--- config.mk ---
export PLATFORM = sky130hd
export DESIGN_NAME = down_counter_timer
export DESIGN_NICKNAME = d
export VERILOG_FILES = /design/src/rtl/down_counter_pkg.sv /design/src/rtl/down_counter_timer.sv
export SDC_FILE = /design/constraint.sdc
export NUM_CORES = 1
export LEC_CHECK = 0
export BUFFER_PORTS_ARGS = -buffer_cell sky130_fd_sc_hd__buf_4
export CAP_MARGIN = 5
export CORE_MARGIN = 2
export CORE_UTILIZATION = 45
export DETAILED_ROUTE_END_ITERATION = 6
export PLACE_DENSITY = 0.69
export SYNTH_ARGS = -nofsm -noshare
export SYNTH_HDL_FRONTEND = slang
export SYNTH_SLANG_ARGS = --single-unit
--- constraint.sdc ---
create_clock -name clk -period 1.7 [get_ports clk]
set_input_delay 0.255 -clock clk [delete_from_list [all_inputs] [get_ports clk]]
set_output_delay 0.255 -clock clk [all_outputs]
set_load 0.03 [all_outputs]
--- src/rtl/down_counter_pkg.sv ---
// Shared types and defaults for the loadable down-counter/timer.
package down_counter_pkg;

  localparam int unsigned DC_WIDTH = 4;

  typedef enum logic [1:0] {
    IDLE  = 2'd0,
    RUN   = 2'd1,
    PAUSE = 2'd2
  } dc_state_t;

endpackage

--- src/rtl/down_counter_timer.sv ---
// Loadable down-counter/timer with one-shot and periodic modes, pause/resume,
// a one-cycle terminal-count pulse and a sticky completion flag.
module down_counter_timer
  import down_counter_pkg::*;
#(
  parameter int unsigned WIDTH = DC_WIDTH
) (
  input  logic             clk,
  input  logic             reset_n,
  input  logic             load,
  input  logic [WIDTH-1:0] load_data,
  input  logic             start,
  input  logic             stop,
  input  logic             auto_reload,
  output logic [WIDTH-1:0] count,
  output logic             busy,
  output logic             tc,
  output logic             done
);

  dc_state_t        state_q, state_d;
  logic [WIDTH-1:0] count_q, count_d;
  logic [WIDTH-1:0] reload_q, reload_d;
  logic             tc_q, tc_d;
  logic             done_q, done_d;
  logic             can_reload;

  assign can_reload = auto_reload && (reload_q != '0);

  // Next-state: load beats stop, stop beats start.
  always_comb begin
    state_d = state_q;
    if (load) begin
      state_d = IDLE;
    end else begin
      case (state_q)
        IDLE:    if (!stop && start && (count_q != '0)) state_d = RUN;
        RUN: begin
          if (stop)                                 state_d = PAUSE;
          else if ((count_q == '0) && !can_reload)  state_d = IDLE;
        end
        PAUSE:   if (!stop && start) state_d = RUN;
        default: state_d = IDLE;
      endcase
    end
  end

  // Next count, reload value and flags.
  always_comb begin
    count_d  = count_q;
    reload_d = reload_q;
    tc_d     = 1'b0;
    done_d   = done_q;
    if (load) begin
      count_d  = load_data;
      reload_d = load_data;
      done_d   = 1'b0;
    end else if ((state_q == RUN) && !stop) begin
      if (count_q != '0) begin
        count_d = count_q - WIDTH'(1);
        tc_d    = (count_q == WIDTH'(1));
      end else if (can_reload) begin
        count_d = reload_q;
      end else begin
        done_d  = 1'b1;
      end
    end else if ((state_q != RUN) && (state_d == RUN)) begin
      done_d = 1'b0;
    end
  end

  always_ff @(posedge clk or negedge reset_n) begin
    if (!reset_n) begin
      state_q  <= IDLE;
      count_q  <= '0;
      reload_q <= '0;
      tc_q     <= 1'b0;
      done_q   <= 1'b0;
    end else begin
      state_q  <= state_d;
      count_q  <= count_d;
      reload_q <= reload_d;
      tc_q     <= tc_d;
      done_q   <= done_d;
    end
  end

  always_comb begin
    busy  = (state_q == RUN);
    count = count_q;
    tc    = tc_q;
    done  = done_q;
  end

endmodule
# --- After elaboration in Yosys (flattened, before gate mapping) ---
# Cells that the tools add are included.
word_totals:
  regBits: 12
  out_inout_bits: 7
  input_bits: 10
  word_cells: 48
op_classes:
  n_mux: 18
  n_addsub: 1
  n_eq_ne: 7
  n_reduce_logical: 17
ops:
  columns: ["op", "n"]
  rows:
  - ["$mux 4", 4]
  - ["$mux 2", 5]
  - ["$mux 1", 8]
  - ["$reduce_bool 4->1", 2]
  - ["$logic_and 1x1->1", 6]
  - ["$ne 3x3->1 const B", 2]
  - ["$pmux 2 s3", 1]
  - ["$reduce_bool 3->1", 2]
  - ["$eq 2x1->1 const B", 2]
  - ["$eq 4x1->1 const B", 1]
  - ["$logic_not 4->1", 1]
  - ["$sub 4x1->4 const B", 1]
  - ["$reduce_and 3->1", 1]
  - ["$eq 2x2->1 const B", 1]
  - ["$logic_not 1->1", 2]
  - ["$logic_not 2->1", 1]
  - ["$ne 2x1->1 const B", 1]
  - ["$reduce_and 2->1", 1]
  - ["$reduce_bool 2->1", 1]

# --- Depth between registers and ports, before layout ---
# Gate-level depths: netlist (run 1).
depth:
  ltp_word: 13
  mapped_depth: 6
  mapped_depth_nobuf: 6

# --- Least setup slack after synthesis (run 1) ---
# Ideal clock, no wire load.
synth_timing:
  kind: "reg-to-reg"
  from: "reg count_q[0], in the netlist count[0]"
  to: "reg count_q[3], in the netlist count[3]"
  setup_time_ns: 0.152
  n_path_buf: 0
  required_ns: 1.548
  synth_period_minus_slack_ns: 1.716
  setup_slack_ns: -0.016
  stages_incl_launch_ff: 7
  arrival_ns: 1.564
  path_cell_list: "dfrtp_1 -> inv_1 -> ha_1 -> inv_1 -> mux2_2 -> a311oi_1 -> a311oi_1"
synth_between:
  elab_chain_cells: 4
  elab_cells_between_ends: 7
  classes_between: "add/sub (1); mux (3); reduce/logical (3)"
synth_rtl:
  columns: ["element", "line_no", "text"]
  rows:
  - ["start: declaration", "down_counter_timer.sv:22", "logic [WIDTH-1:0] count_q, count_d;"]
  - ["start signal: assignment", "down_counter_timer.sv:81", "count_q <= count_d;"]
  - ["$sub 4x1->4 / $reduce_bool 4->1 (equally long branches)", "down_counter_timer.sv:60, down_counter_timer.sv:59", null]
  - ["$mux 4", "down_counter_timer.sv:59", "if (count_q != '0) begin"]
  - ["$mux 4", "down_counter_timer.sv:58", "end else if ((state_q == RUN) && !stop) begin"]
  - ["$mux 4", "down_counter_timer.sv:54", "if (load) begin"]
# Several ways; a longest one is shown, not always the timed one. The select of a mux whose other input is x is not followed.
# A chain may end at the register's enable or synchronous reset.

# --- Worst setup path after layout (run 1) ---
layout_timing:
  from: "reg count_q[1], in the netlist count[1]"
  to: "reg count_q[1], in the netlist count[1]"
# The elaborated chain is that of the path after synthesis.

==> impl_metrics.toml, run 1 <==
[outcome]
status = "finished, final reports clean"

[power_and_ir_drop]
ir_worst_vdd_mv = 0.5922
finalPower_mw = 0.7409
pwr-share-clk_pct = 30.9
cellPowerDensity_nw_per_um2 = 822.5
cellLeakagePower_nw = 0.4136
p_sw_share_pct = 29.36
comb_power_share_pct = 24.3
p_seq_share_pct = 44.8
cell_internal_pwr_mw = 0.5234
p_switching_mw = 0.2175

[clocking]
clk_latency_ns = 0.28
cts-root-buf = "clkbuf_4"
cts_tree = "yes"
clock_path_buffers = 2
clock_sinks = 12
clk_pin_slew_ns = 0.08
cts_made_buffers = 3
htree_levels = 1

[logic_synthesis]
ys_warn_count = 0
synth_cell_types = 28
syn_nets = 82
ys_seq_elements = 12
synthCells = 70
synth_top_family_by_area = "compound AO/OA/AOI/OAI gates"
yosys.area.top_type = "dfrtp_1"
synth_top_area_share_pct = 44.86
synthAdderAreaFrac_pct = 3.738
synth-simple-area-share_pct = 18.50
synthXorXnorAreaFrac_pct = 0
seq_area_frac_synth_pct = 44.86
netlist_area_um2 = 669.4
synthTopCellsByArea = "dfrtp_1, mux2_2, inv_1"
synth_compound_area_share_pct = 19.07
muxShareOfSynthArea_pct = 8.037
avgSynthCellArea_um2 = 9.563

[detailed_routing]
routed_via_density = 5.787
drt-initial-drc-count = 19
first_pass_iters = 4
drc = 0
final_antenna_net_count = 0
wl_per_cell_um = 14.39
vias = 625
wirelength_mm = 1.554

[grt]
antenna_found_initial = 0
grtUsageTotal_pct = 18.34
overflow = 0
grt_max_degree = 18
grt_pass1_vias = 562
grt_pass1_wl_mm = 2.456

[setup_path]
r2r_slack_ns = 0.09
required_ns = 1.88
r2r_start = "count[1]"
cp-end-kind = "register"
worstSetupPathType = "reg2reg"
crit_path_start_kind = "register"
worstPathMaxFanout = 4
critPathLaunch = "count[1]"
cp.arrival_ns = 1.79

[timing]
slew_headroom_pct = 79.29
fin_ws_ns = 0.09390
clock_skew_ns = 0.003085
max_freq_mhz = 622.6
holdWs_ns = 0.1573
post-route-min-period_ns = 1.606
final_hold_viol_count = 0
final_max_slew_viol_count = 0
timing.final.crit_share_pct = 94.48
finalSetupViolCount = 0
tightest_slew_ns = 0.3068

[placed_design]
routabilityCongestion = 0.8358
pre_cts_ws_ns = 0.05888
hpwl_mm = 1.082
port_buffers = 16

[cells_and_area]
final_core_util_pct = 66.73
seqCellArea_um2 = 302.8
layout.nets = 106
multi_input_area_um2 = 349.1
area_growth_pct = 34.58
nFillCells = 110
drive_gt1_share_pct = 36.56
n_antenna_cell = 0

[floorplanning]
io_pins = 17
rows = 13
start_util_pct = 49.58
dieArea_um2 = 1812
core-area_um2 = 1350
die_y_um = 42.57
die_w_um = 42.57

[min_path]
hp-start = "stop"
hp-class = "in2reg"

[job]
cap_violations = 0
[routing by layer]
layer	GRT usage (%)	wire [um]
met1	22.91	680
met2	29.54	721
met3	2.586	127
met4	11.25	25
met5	0	0
[layout make-up]
type / count / area share, %
clock buffers: 4 / 4.028
inverters: 7 / 2.917
multi-input cells: 48 / 38.75
flip-flops and latches: 12 / 33.61
well taps: 15 / 2.083
repair buffers: 22 / 18.61
[cell usage in the layout (no fill, tap or decap), drive strengths merged]
| master | instances |
|---|---|
| o311ai | 2 |
| a211oi | 1 |
| and2b | 1 |
| o21ai | 5 |
| mux2i | 2 |
| nor2b | 3 |
| or3b | 2 |
| or3 | 1 |
| nor3 | 1 |
| o41ai | 1 |
| buf | 21 |
| nor2 | 6 |
| nor4bb | 1 |
| nand2 | 4 |
| mux2 | 3 |
| nor3b | 1 |
| dlygate4sd3 | 1 |
| ha | 2 |
| a2bb2oi | 1 |
| or4 | 1 |
| dfrtp | 12 |
| a22oi | 1 |
| a311oi | 2 |
| inv | 7 |
| nand4 | 1 |
| a21oi | 4 |
| o31ai | 2 |
| clkbuf | 4 |
[worst max-delay path, stage by stage (launching register included)]
cell	delay (ns)
dfrtp_2	0.40
inv_1	0.12
ha_4	0.16
or3b_4	0.40
a21oi_2	0.15
a22oi_1	0.08
o31ai_1	0.19
[power by group through the flow]
stage          clock network, mW  registers (mW)  logic [mW]
2_1_floorplan                  0           0.354      0.0714
3_3_place_gp                   0           0.337       0.157
3_5_place_dp                   0           0.338       0.157
4_1_cts                    0.237           0.332       0.160
5_1_grt                    0.247           0.336       0.195
6_report                   0.229           0.332       0.180
[sequential cells by signal (all words and copies together), names as in the netlist]
register and count:
count 4, tc 1, done 1, reload_q 4
state_q 2
[cell families (layout without fill, tap and decap cells)]
| logic type | count (synthesis) | count (layout) |
|---|---|---|
| and+or+nand+nor | 22 | 22 |
| AOI/OAI and AO/OA | 19 | 19 |
| DFF | 12 | 12 |
| buffers and inverters | 10 | 33 |
| muxes | 5 | 5 |
| adders and majority gates | 2 | 2 |
[what timing repair did]
action | CTS | global route
hold buffers | 1 | 0
endpoints found under the setup margin | 0 | 2
endpoints found under the hold margin | 12 | 0
setup buffers | 0 | 1
gates resized for setup | 0 | 5
[synthesized netlist by cell type]
master,instances
a311oi_1,2
nor2b_1,3
nor3b_1,1
o311ai_1,1
ha_1,2
a21oi_1,4
a2bb2oi_1,1
o31ai_1,2
dfrtp_1,12
and2b_1,1
nor4bb_1,1
nand4_1,1
nand2_1,4
a22oi_1,1
or4_1,1
nor2_1,6
buf_2,1
o311ai_0,1
nor3_1,1
or3b_1,2
o41ai_1,1
a211oi_1,1
o21ai_0,5
or3_1,1
inv_1,7
mux2i_1,2
mux2_2,3
clkbuf_1,2
[stage by stage]
step                      area (um^2)   TNS [ns]  instances
final                           900.9          0        108
after global routing            900.9  -0.002561        108
after CTS                       874.6          0        107
after detailed placement        828.3          0        102
after global placement          828.3          0        102
after floorplan                 671.9          0         70
[worst paths after layout]
path,to,cells after the start
max,count[1],6
min,state_q[0],2
max reg2reg,count[1],6
min reg2reg,reload_q[2],1
max in group asynchronous,count[0],2
min in group asynchronous,state_q[1],2
No activity file was read; power rests on OpenSTA's default activity.
==> run 2: changes to the inputs <==
- ABC_AREA: unset -> 1
- SLEW_MARGIN: unset -> 20
==> impl_metrics.toml, run 2 <==
[outcome]
status = "finished, final reports clean"

[floorplanning]
io_pins = 17
die_w_um = 43.92
start_util_pct = 47.59
dieArea_um2 = 1929
rows = 14
core-area_um2 = 1506
die_y_um = 43.92

[detailed_routing]
first_pass_iters = 4
drc = 0
final_antenna_net_count = 0
vias = 630
drt-initial-drc-count = 13
wirelength_mm = 1.470
wl_per_cell_um = 11.31
routed_via_density = 4.846

[setup_path]
cp.arrival_ns = 1.62
cp_slowest_cell = "dfrtp_1"
cp_cell_sequence = "inv_1 -> ha_1 -> nand2_4 -> inv_4 -> nand2_4 -> nand2_4 -> nand2_4 -> clkinv_2 -> nand2_1 -> nand2_1"
cp_common_cell = "nand2_4"
cp-end-kind = "register"
worstPathMaxFanout = 7
critical_path.max_stage_delay_ns = 0.39
required_ns = 1.86
worstSetupPathType = "reg2reg"
crit_path_start_kind = "register"

[timing]
tns_ns = 0
final_hold_viol_count = 0
post-route-min-period_ns = 1.456
slew_headroom_pct = 85.44
timing.final.crit_share_pct = 85.63
final_max_slew_viol_count = 0
finalSetupViolCount = 0
max_freq_mhz = 687.0
tightest_slew_ns = 0.2184
holdWs_ns = 0.2092
fin_ws_ns = 0.2443
clock_skew_ns = 0.002004
rsz0062_at_grt = "no"

[logic_synthesis]
synth_top_area_share_pct = 41.88
muxShareOfSynthArea_pct = 0
synth_compound_area_share_pct = 8.726
synthXorXnorAreaFrac_pct = 1.222
synthTopCellsByArea = "dfrtp_1, nand2_1, inv_1"
syn_nets = 108
synth-edff-count = 0
synthTopCellsByCount = "nand2_1, dfrtp_1, inv_1, nand3_1, o21ai_1"
ys_warn_count = 0
yosys.area.top_type = "dfrtp_1"
netlist_area_um2 = 716.9
synthMostInstantiatedCell = "nand2_1"
synth_cell_types = 21
async_flop_share_pct = 100.0
synth-simple-area-share_pct = 34.03
ys_seq_elements = 12
synthAdderAreaFrac_pct = 3.490
avgSynthCellArea_um2 = 7.468
synth_top_family_by_area = "simple AND/OR/NAND/NOR gates"
synthCells = 96
seq_area_frac_synth_pct = 41.88
synth_ff_type = "dfrtp_1"

[power_and_ir_drop]
cellLeakagePower_nw = 0.4967
ir_worst_vdd_mv = 0.4192
finalPower_mw = 0.8584
cellPowerDensity_nw_per_um2 = 978.7

[cells_and_area]
final_core_util_pct = 58.22
instances_no_fill = 130
final_cell_mix = "nand2_1, buf_4, inv_1, dfrtp_1, nand3_1"
area_growth_pct = 22.34
final_cell_area_um2 = 877.1
layout.nets = 128
final_common_cell = "nand2_1"
drive_gt1_share_pct = 25.44
n_antenna_cell = 0

[clocking]
clk_latency_ns = 0.27
clk_pin_slew_ns = 0.07
cts_resized = 0
cts_made_buffers = 3
htree_levels = 1
clock_path_buffers = 2
clock_sinks = 12
cts_tree = "yes"
cts-root-buf = "clkbuf_4"

[placed_design]
hpwl_mm = 1.143
routabilityCongestion = 0.7896
pre_cts_ws_ns = 0.2882
port_buffers = 16
dpl-instance-area_um2 = 844.6
dp.cells = 126

[grt]
overflow = 0
antenna_found_initial = 0
grtUsageTotal_pct = 18.83
grt_pass1_vias = 584
grt_pass1_wl_mm = 2.622
grt_max_degree = 13

[min_path]
hp-class = "in2reg"

[job]
cap_violations = 0
[run 2: cell types whose count changed after synthesis, sizes merged, moves of 3 or more]
cell and change:
mux2 -3, inv +8, nand3 +7, o21ai +3, nand2 +32, nor2b -3
[run 2: power breakdown]
part	total [mW]	switching [mW]	internal, mW	leakage (nW)
Sequential	0.356	0.0374	0.318	0.153
Combinational	0.330	0.205	0.125	0.329
Clock	0.172	0.0901	0.0821	0.0138
[run 2: cells by family after synthesis]
family,after synthesis
flops,12
simple gates,51
compound gates,12
fa+ha+maj,2
buf+inv,18
xor+xnor,1
[run 2: layout make-up]
cell class / instances / area [um^2]
tap: 16 / 20.02
clock buffer: 3 / 22.52
fill: 153 / 629.4
inverter: 16 / 63.81
multi-input combinational: 66 / 340.3
sequential: 12 / 300.3
timing repair buffer: 17 / 130.1
[run 2: worst max-delay path, delay by kind of cell (launching register included)]
family / cells / cell delay [ns]
buffers and inverters: 3 / 0.22
adders and majority gates: 1 / 0.27
DFF: 1 / 0.39
and+or+nand+nor: 6 / 0.49
[run 2: routing by layer]
layer | vias up | share of wire [%] | GRT usage (%)
met1 | 278 | 46 | 25.85
met3 | 5 | 4.4 | 2.917
met4 | 0 | 2.1 | 10.91
met5 | - | 0 | 0
met2 | 14 | 47 | 27.94
li1 | 333 | - | -
[run 2: timing repair]
| action | CTS | global route |
|---|---|---|
| hold buffers | 1 | 0 |
| endpoints found under the hold margin | 12 | 0 |
| buffers inserted | 0 | 0 |
[run 2: final timing paths]
path	slack, ns	to	startpoint	cells past startpoint
min in group asynchronous	0.36	reload_q[1]	reset_n	2
max in group asynchronous	1.19	count[0]	reset_n	2
hold / removal	0.21	reload_q[3]	load_data[3]	3
setup reg to reg	0.24	count[3]	count[0]	10
hold reg to reg	0.51	reload_q[3]	reload_q[3]	2
setup / recovery	0.24	count[3]	count[0]	10
